==> config.mk <==
export PLATFORM = sky130hd
export DESIGN_NAME = pll_clk_gen
export DESIGN_NICKNAME = d
export VERILOG_FILES = /design/src/rtl/pll_clk_gen_pkg.sv /design/src/rtl/pll_clk_gen_clk_div_n.sv /design/src/rtl/pll_clk_gen.sv
export SDC_FILE = /design/constraint.sdc
export NUM_CORES = 1
export LEC_CHECK = 0
export BUFFER_PORTS_ARGS = -buffer_cell sky130_fd_sc_hd__buf_2
export CAP_MARGIN = 20
export CORE_ASPECT_RATIO = 2
export CORE_MARGIN = 2
export CORE_UTILIZATION = 29
export CTS_BUF_LIST = sky130_fd_sc_hd__clkbuf_16
export CTS_CLUSTER_DIAMETER = 100
export DETAILED_ROUTE_END_ITERATION = 8
export PLACE_DENSITY = 0.46
export SKIP_CTS_REPAIR_TIMING = 1
export SLEW_MARGIN = 20
export SYNTH_ARGS = -nofsm -noshare
export SYNTH_HDL_FRONTEND = slang
export SYNTH_SLANG_ARGS = --single-unit
export TNS_END_PERCENT = 1
==> constraint.sdc <==
create_clock -name inclk0 -period 1.8 [get_ports inclk0]
set_input_delay 0.36 -clock inclk0 [delete_from_list [all_inputs] [get_ports inclk0]]
set_output_delay 0.36 -clock inclk0 [all_outputs]
set_load 0.01 [all_outputs]
==> src/rtl/pll_clk_gen_pkg.sv <==
// -----------------------------------------------------------------------------
// pll_clk_gen_pkg
//   Shared constants for the behavioural PLL stand-in and for the clock/reset
//   block that consumes it.
//
//   SYS_CLK_DIV     : inclk0 -> system clock divide ratio
//   MEM_CLK_DIV     : inclk0 -> memory clock divide ratio
//   PLL_LOCK_CYCLES : inclk0 rising edges (after synchronised reset release)
//                     before lock is reported
//   PLL_CNT_W       : width of the lock counter
//   ceil_half()     : number of high cycles per period for a divide-by-n output
// -----------------------------------------------------------------------------
package pll_clk_gen_pkg;

    localparam int SYS_CLK_DIV     = 2;
    localparam int MEM_CLK_DIV     = 1;
    localparam int PLL_LOCK_CYCLES = 16;
    localparam int PLL_CNT_W       = 16;

    // Odd ratios spend the extra cycle high.
    function automatic int ceil_half(input int n);
        return (n + 1) / 2;
    endfunction

endpackage

==> src/rtl/pll_clk_gen_clk_div_n.sv <==
// -----------------------------------------------------------------------------
// clk_div_n
//   Integer clock divider whose output is held low until en rises, then starts
//   from count 0 so that several instances sharing en stay phase aligned.
//
//   Ports:
//     clk    in   reference clock
//     rst_n  in   asynchronous active-low reset
//     en     in   start/run enable (the PLL lock flag)
//     clk_o  out  clk / N
//
//   N == 1 : clk gated by en re-timed on the falling edge, so the gate only
//            changes while clk is low and can never produce a runt pulse.
//   N >= 2 : registered output, high for ceil(N/2) cycles of every N.
// -----------------------------------------------------------------------------
module clk_div_n
    import pll_clk_gen_pkg::*;
#(
    parameter int N = 2
) (
    input  logic clk,
    input  logic rst_n,
    input  logic en,
    output logic clk_o
);

    generate
        if (N < 1) begin : g_bad_ratio
            $fatal(1, "clk_div_n: N must be >= 1");
        end else if (N == 1) begin : g_pass
            logic en_fall_reg;

            always_ff @(negedge clk or negedge rst_n) begin
                if (!rst_n) begin
                    en_fall_reg <= 1'b0;
                end else begin
                    en_fall_reg <= en;
                end
            end

            assign clk_o = clk & en_fall_reg;
        end else begin : g_div
            localparam int             W        = $clog2(N);
            localparam logic [W-1:0]   LAST     = W'(N - 1);
            localparam logic [W-1:0]   HIGH_CNT = W'(ceil_half(N));

            logic [W-1:0] cnt_reg;
            logic [W-1:0] cnt_next;
            logic         out_reg;
            logic         out_next;

            // Count 0 always produces a high output, so the first rise lands
            // on the first edge that sees en=1.
            always_comb begin
                cnt_next = '0;
                out_next = 1'b0;
                if (en) begin
                    out_next = (cnt_reg < HIGH_CNT);
                    cnt_next = (cnt_reg == LAST) ? '0 : cnt_reg + 1'b1;
                end
            end

            always_ff @(posedge clk or negedge rst_n) begin
                if (!rst_n) begin
                    cnt_reg <= '0;
                    out_reg <= 1'b0;
                end else begin
                    cnt_reg <= cnt_next;
                    out_reg <= out_next;
                end
            end

            assign clk_o = out_reg;
        end
    endgenerate

endmodule

==> src/rtl/pll_clk_gen.sv <==
// -----------------------------------------------------------------------------
// pll_clk_gen
//   Synthesizable behavioural stand-in for the vendor PLL. Derives the system
//   clock (c0) and memory clock (c1) from the board clock by integer division
//   and reports lock after a fixed settling time.
//
//   Ports:
//     inclk0    in   board reference clock (only clock in the block)
//     areset_n  in   asynchronous active-low reset
//     c0        out  system clock  = inclk0 / C0_DIV
//     c1        out  memory clock  = inclk0 / C1_DIV
//     locked    out  c0/c1 running and phase aligned (sticky until reset)
//
//   Timing after areset_n release: the 2-flop synchroniser raises run on the
//   2nd inclk0 rising edge, locked rises on the LOCK_CYCLES-th edge with run=1,
//   and both dividers produce their first rising edge on the following edge.
// -----------------------------------------------------------------------------
module pll_clk_gen
    import pll_clk_gen_pkg::*;
#(
    parameter int C0_DIV      = SYS_CLK_DIV,
    parameter int C1_DIV      = MEM_CLK_DIV,
    parameter int LOCK_CYCLES = PLL_LOCK_CYCLES,
    parameter int CNT_W       = PLL_CNT_W
) (
    input  logic inclk0,
    input  logic areset_n,
    output logic c0,
    output logic c1,
    output logic locked
);

    generate
        if (C0_DIV < 1 || C1_DIV < 1) begin : g_bad_div
            $fatal(1, "pll_clk_gen: C0_DIV and C1_DIV must be >= 1");
        end
        if (LOCK_CYCLES < 1) begin : g_bad_lock
            $fatal(1, "pll_clk_gen: LOCK_CYCLES must be >= 1");
        end
        if ($clog2(LOCK_CYCLES + 1) > CNT_W) begin : g_bad_cnt_w
            $fatal(1, "pll_clk_gen: CNT_W too narrow for LOCK_CYCLES");
        end
    endgenerate

    localparam logic [CNT_W-1:0] LOCK_LAST = CNT_W'(LOCK_CYCLES - 1);

    // -------------------------------------------------------------------------
    // Reset synchroniser: assertion is immediate, release is re-timed.
    // -------------------------------------------------------------------------
    logic [1:0] rst_sync_reg;
    logic       run;

    always_ff @(posedge inclk0 or negedge areset_n) begin
        if (!areset_n) begin
            rst_sync_reg <= 2'b00;
        end else begin
            rst_sync_reg <= {rst_sync_reg[0], 1'b1};
        end
    end

    assign run = rst_sync_reg[1];

    // -------------------------------------------------------------------------
    // Lock counter. The counter stops advancing once locked is set.
    // -------------------------------------------------------------------------
    logic [CNT_W-1:0] lock_cnt_reg;
    logic [CNT_W-1:0] lock_cnt_next;
    logic             locked_reg;
    logic             locked_next;

    always_comb begin
        lock_cnt_next = lock_cnt_reg;
        locked_next   = locked_reg;
        if (run && !locked_reg) begin
            lock_cnt_next = lock_cnt_reg + 1'b1;
            if (lock_cnt_reg == LOCK_LAST) begin
                locked_next = 1'b1;
            end
        end
    end

    always_ff @(posedge inclk0 or negedge areset_n) begin
        if (!areset_n) begin
            lock_cnt_reg <= '0;
            locked_reg   <= 1'b0;
        end else begin
            lock_cnt_reg <= lock_cnt_next;
            locked_reg   <= locked_next;
        end
    end

    assign locked = locked_reg;

    // -------------------------------------------------------------------------
    // Output dividers share the lock flag as their start enable, which is what
    // keeps their rising edges coincident for any ratio pair.
    // -------------------------------------------------------------------------
    clk_div_n #(
        .N (C0_DIV)
    ) u_div_c0 (
        .clk   (inclk0),
        .rst_n (areset_n),
        .en    (locked_reg),
        .clk_o (c0)
    );

    clk_div_n #(
        .N (C1_DIV)
    ) u_div_c1 (
        .clk   (inclk0),
        .rst_n (areset_n),
        .en    (locked_reg),
        .clk_o (c1)
    );

endmodule

## Word level (Yosys, flattened, before mapping)

Index checks and enable logic that the tools add are counted.

| storage, ports and cells | value |
|---|---|
| word-level logic and storage cells | 17 |
| flip-flop bits (word level) | 22 |
| output and inout bits | 3 |

| operators by class | value |
|---|---|
| equal/unequal tests | 1 |
| $lt $le $gt $ge | 1 |
| reduce and logical (&&, ||, !) cells | 3 |
| add/sub/neg operators | 2 |
| bitwise operators | 1 |
| multiplexer cells | 3 |

Operator list:

| cell | number |
|---|---|
| $add A16 B1 Y16 const B | 1 |
| $eq A16 B4 Y1 const B | 1 |
| $mux W1 | 3 |
| $reduce_and A2 Y1 | 1 |
| $add A1 B1 Y1 const B | 1 |
| $and A1 B1 Y1 | 1 |
| $logic_and A1 B1 Y1 | 1 |
| $logic_not A1 Y1 | 1 |
| $lt A1 B1 Y1 const B | 1 |

## Logic depth before layout (Yosys ltp)

| logic depth | value |
|---|---|
| word-level depth | 3 |
| mapped depth | 5 |
| depth with buffers taken out | 5 |

## Hierarchy

Synthesis repeated with hierarchy kept, for this count alone.

| second synthesis, totals | value |
|---|---|
| cell total of the unflattened synthesis | 69 |
| area, all modules | 912.1 sq um |

Modules (own cells, without submodules):

| module | seq. area each (sq um) | cells an instance | area each (sq um) | instances |
|---|---|---|---|---|
| pll_clk_gen | 475.5 | 65 | 842.1 | 1 |
| clk_div_n at u_div_c0 | 25.0 | 2 | 38.8 | 1 |
| clk_div_n at u_div_c1 | 25.0 | 2 | 31.3 | 1 |

==> reports/results.ini <==
[power_and_ir_drop]
power_mw = 1.760
max-vdd-ir-drop_mv = 0.8691
powerDensity_nw_per_um2 = 1549
p_leak_nw = 0.5269

[timing]
hold_violations = 0
maxSlewViolCount = 0
rsz0062_at_grt = true
finalSetupViolations = 2
timing.final.ws_setup_ps = -474.2
fin_skew_ps = 46.87

[worst_setup_path]
path_max_fanout = 1
cp_num_cells = 2
path_buf_inv = 1
slowest_stage = dfrtn_1
critPathMaxStageDelay_ps = 370
worst-endpoint-required_ps = 1440
path_delay_family = flip-flops
cp_cell_sequence = and2_1, buf_2
worstSetupStartpointType = register
crit_type = register to output pin
ff2ff_path_depth = 5
cp.arrival_ps = 1910
crit_path_end_kind = output pin

[logic_synthesis]
synthesis.area_per_instance_um2 = 12.24
syn-cell-area_um2 = 905.9
async_reset_ff_share_pct = 100.0
ys_dominant_reg_cell = dfrtp_1
synth_nets = 77
synth_edf_count = 0
ys_warn_count = 0
ys_seq_elements = 21
synth.distinct_cells = 24
synth-seq-area-share_pct = 58.01
synthCells = 74

[final_layout]
layout_common_cells = dfrtp_1 (20), xnor2_1 (10), nand2_1 (8)
area_growth_pct = 25.41
largest_reg_flops = 16
instances_no_fill = 117
drive_gt1_share_pct = 20.69
diodes = 0
mostFrequentLayoutCell = dfrtp_1
final_nets = 91

[outcome]
violations = setup timing
outcome = finished, violations left

[place]
dp.cells = 109
gp_congestion = 0.7442
port_buffers = 4
dpl.hpwl_um = 1179

[clock_network]
clkTransAtPathRegs_ps = 60
cts_tree = yes
clock_latency_ps = 410

[detailed_routing]
via_count = 572
drc = 0
dr.pass1.iters = 2
first_iter_violations = 5
viasPerCell = 4.889
wl_per_cell_um = 14.56
drtAntennaViolNets = 0
totalWireLength_um = 1704

[floorplan]
die_w_um = 43.52
core-area_um2 = 2978
initial_core_util_pct = 30.42
io_pins = 5
std_cell_rows = 28
die_h_um = 83.04
die_area_um2 = 3614

[run]
cap_violations = 0

[grt]
grt_usage_pct = 12.95
grt_max_degree = 21
grt_pass1_wl_um = 2973
antenna_found_initial = 0
grt-ovfl-total = 0
grt_pass1_vias = 641

[hold_path]
min_path_cells = 0
min_path_type = register to register

-- logic make-up (layout without fill, tap and decap cells) --
family                   count (synthesis)  count (layout)  share of synthesized area (%)
AND/OR/NAND/NOR                         34              34                          23.48
flip-flops                              21              21                          58.01
XOR/XNOR                                15              15                          15.33
adder cells (fa/ha/maj)                  1               1                          1.381
other                                    1               1                         0.4140
AO/OA/AOI/OAI                            1               1                         0.9670
buffers and inverters                    1              14                         0.4140
-- cells in the mapped netlist, types with 2 or more instances --
cell     instances  share of area (%)
and2_1           2                1.4
nand3_1          3                1.7
nand2_1          8                3.3
dfrtp_1         20                 55
nor4_2           2                2.8
xnor2_1         10                9.7
nor2_1           2               0.83
nor2b_1          2                1.4
nor4_1           3                2.1
and3_1           2                1.4
nand4_1          4                2.8
xor2_1           4                3.9
-- metal layers --
| layer | vias up | part of all wire, % | GRT usage (%) |
|---|---|---|---|
| li1 | 279 | - | - |
| met1 | 276 | 38 | 11.80 |
| met2 | 8 | 51 | 16.69 |
| met3 | 9 | 3.6 | 6.304 |
| met4 | 0 | 7.5 | 18.18 |
| met5 | - | 0 | 0 |
-- power by group --
part           switching [mW]  leakage [nW]  internal, mW
clock                   0.227        0.0855         0.598
sequential             0.0995         0.274         0.574
combinational           0.135         0.168         0.126
total                   0.461         0.527          1.30
-- worst register-to-register path: cells and delay by family (launching register included) --
family,cells,cell delay [ps]
XOR/XNOR,1,150
adder cells (fa/ha/maj),1,230
flip-flops,1,390
AND/OR/NAND/NOR,3,720
-- final timing paths --
| check | start | end | slack, ps |
|---|---|---|---|
| max in group asynchronous | areset_n | u_div_c1.g_pass.en_fall_reg$_DFF_NN0_ | 630 |
| setup / recovery | u_div_c1.g_pass.en_fall_reg$_DFF_NN0_ | c1 | -470 |
| hold reg to reg | rst_sync_reg[0]$_DFF_PN0_ | rst_sync_reg[1]$_DFF_PN0_ | 370 |
| min in group asynchronous | areset_n | rst_sync_reg[1]$_DFF_PN0_ | 510 |
| setup reg to reg | lock_cnt_reg[0]$_DFFE_PN0P_ | lock_cnt_reg[10]$_DFFE_PN0P_ | 190 |
| hold / removal | rst_sync_reg[0]$_DFF_PN0_ | rst_sync_reg[1]$_DFF_PN0_ | 370 |
-- final cells by class --
type | count | area, µm²
inverters | 1 | 3.754
repair buffers | 5 | 32.53
fillers | 279 | 1842
clock inverters | 1 | 5.005
multi-input cells | 52 | 376.6
well taps | 30 | 37.54
flip-flops and latches | 21 | 525.5
clock buffers | 7 | 155.1
-- stage by stage --
| step | hold slack [ps] | setup TNS [ps] | util, % | cell area (µm²) | setup slack [ps] |
|---|---|---|---|---|---|
| after floorplan | 64.41 | 0 | - | 905.9 | 31.34 |
| after global placement | 335.9 | -30.42 | 32.61 | 970.9 | -30.42 |
| after detailed placement | 359.1 | -35.60 | 32.61 | 970.9 | -35.60 |
| after CTS | -18.99 | -492.4 | 37.82 | 1126 | -492.4 |
| after global routing | 372.7 | -514.3 | 38.15 | 1136 | -514.3 |
| final | 368.4 | -474.2 | 38.15 | 1136 | -474.2 |
Note: power is estimated with default switching activity, not from simulation.
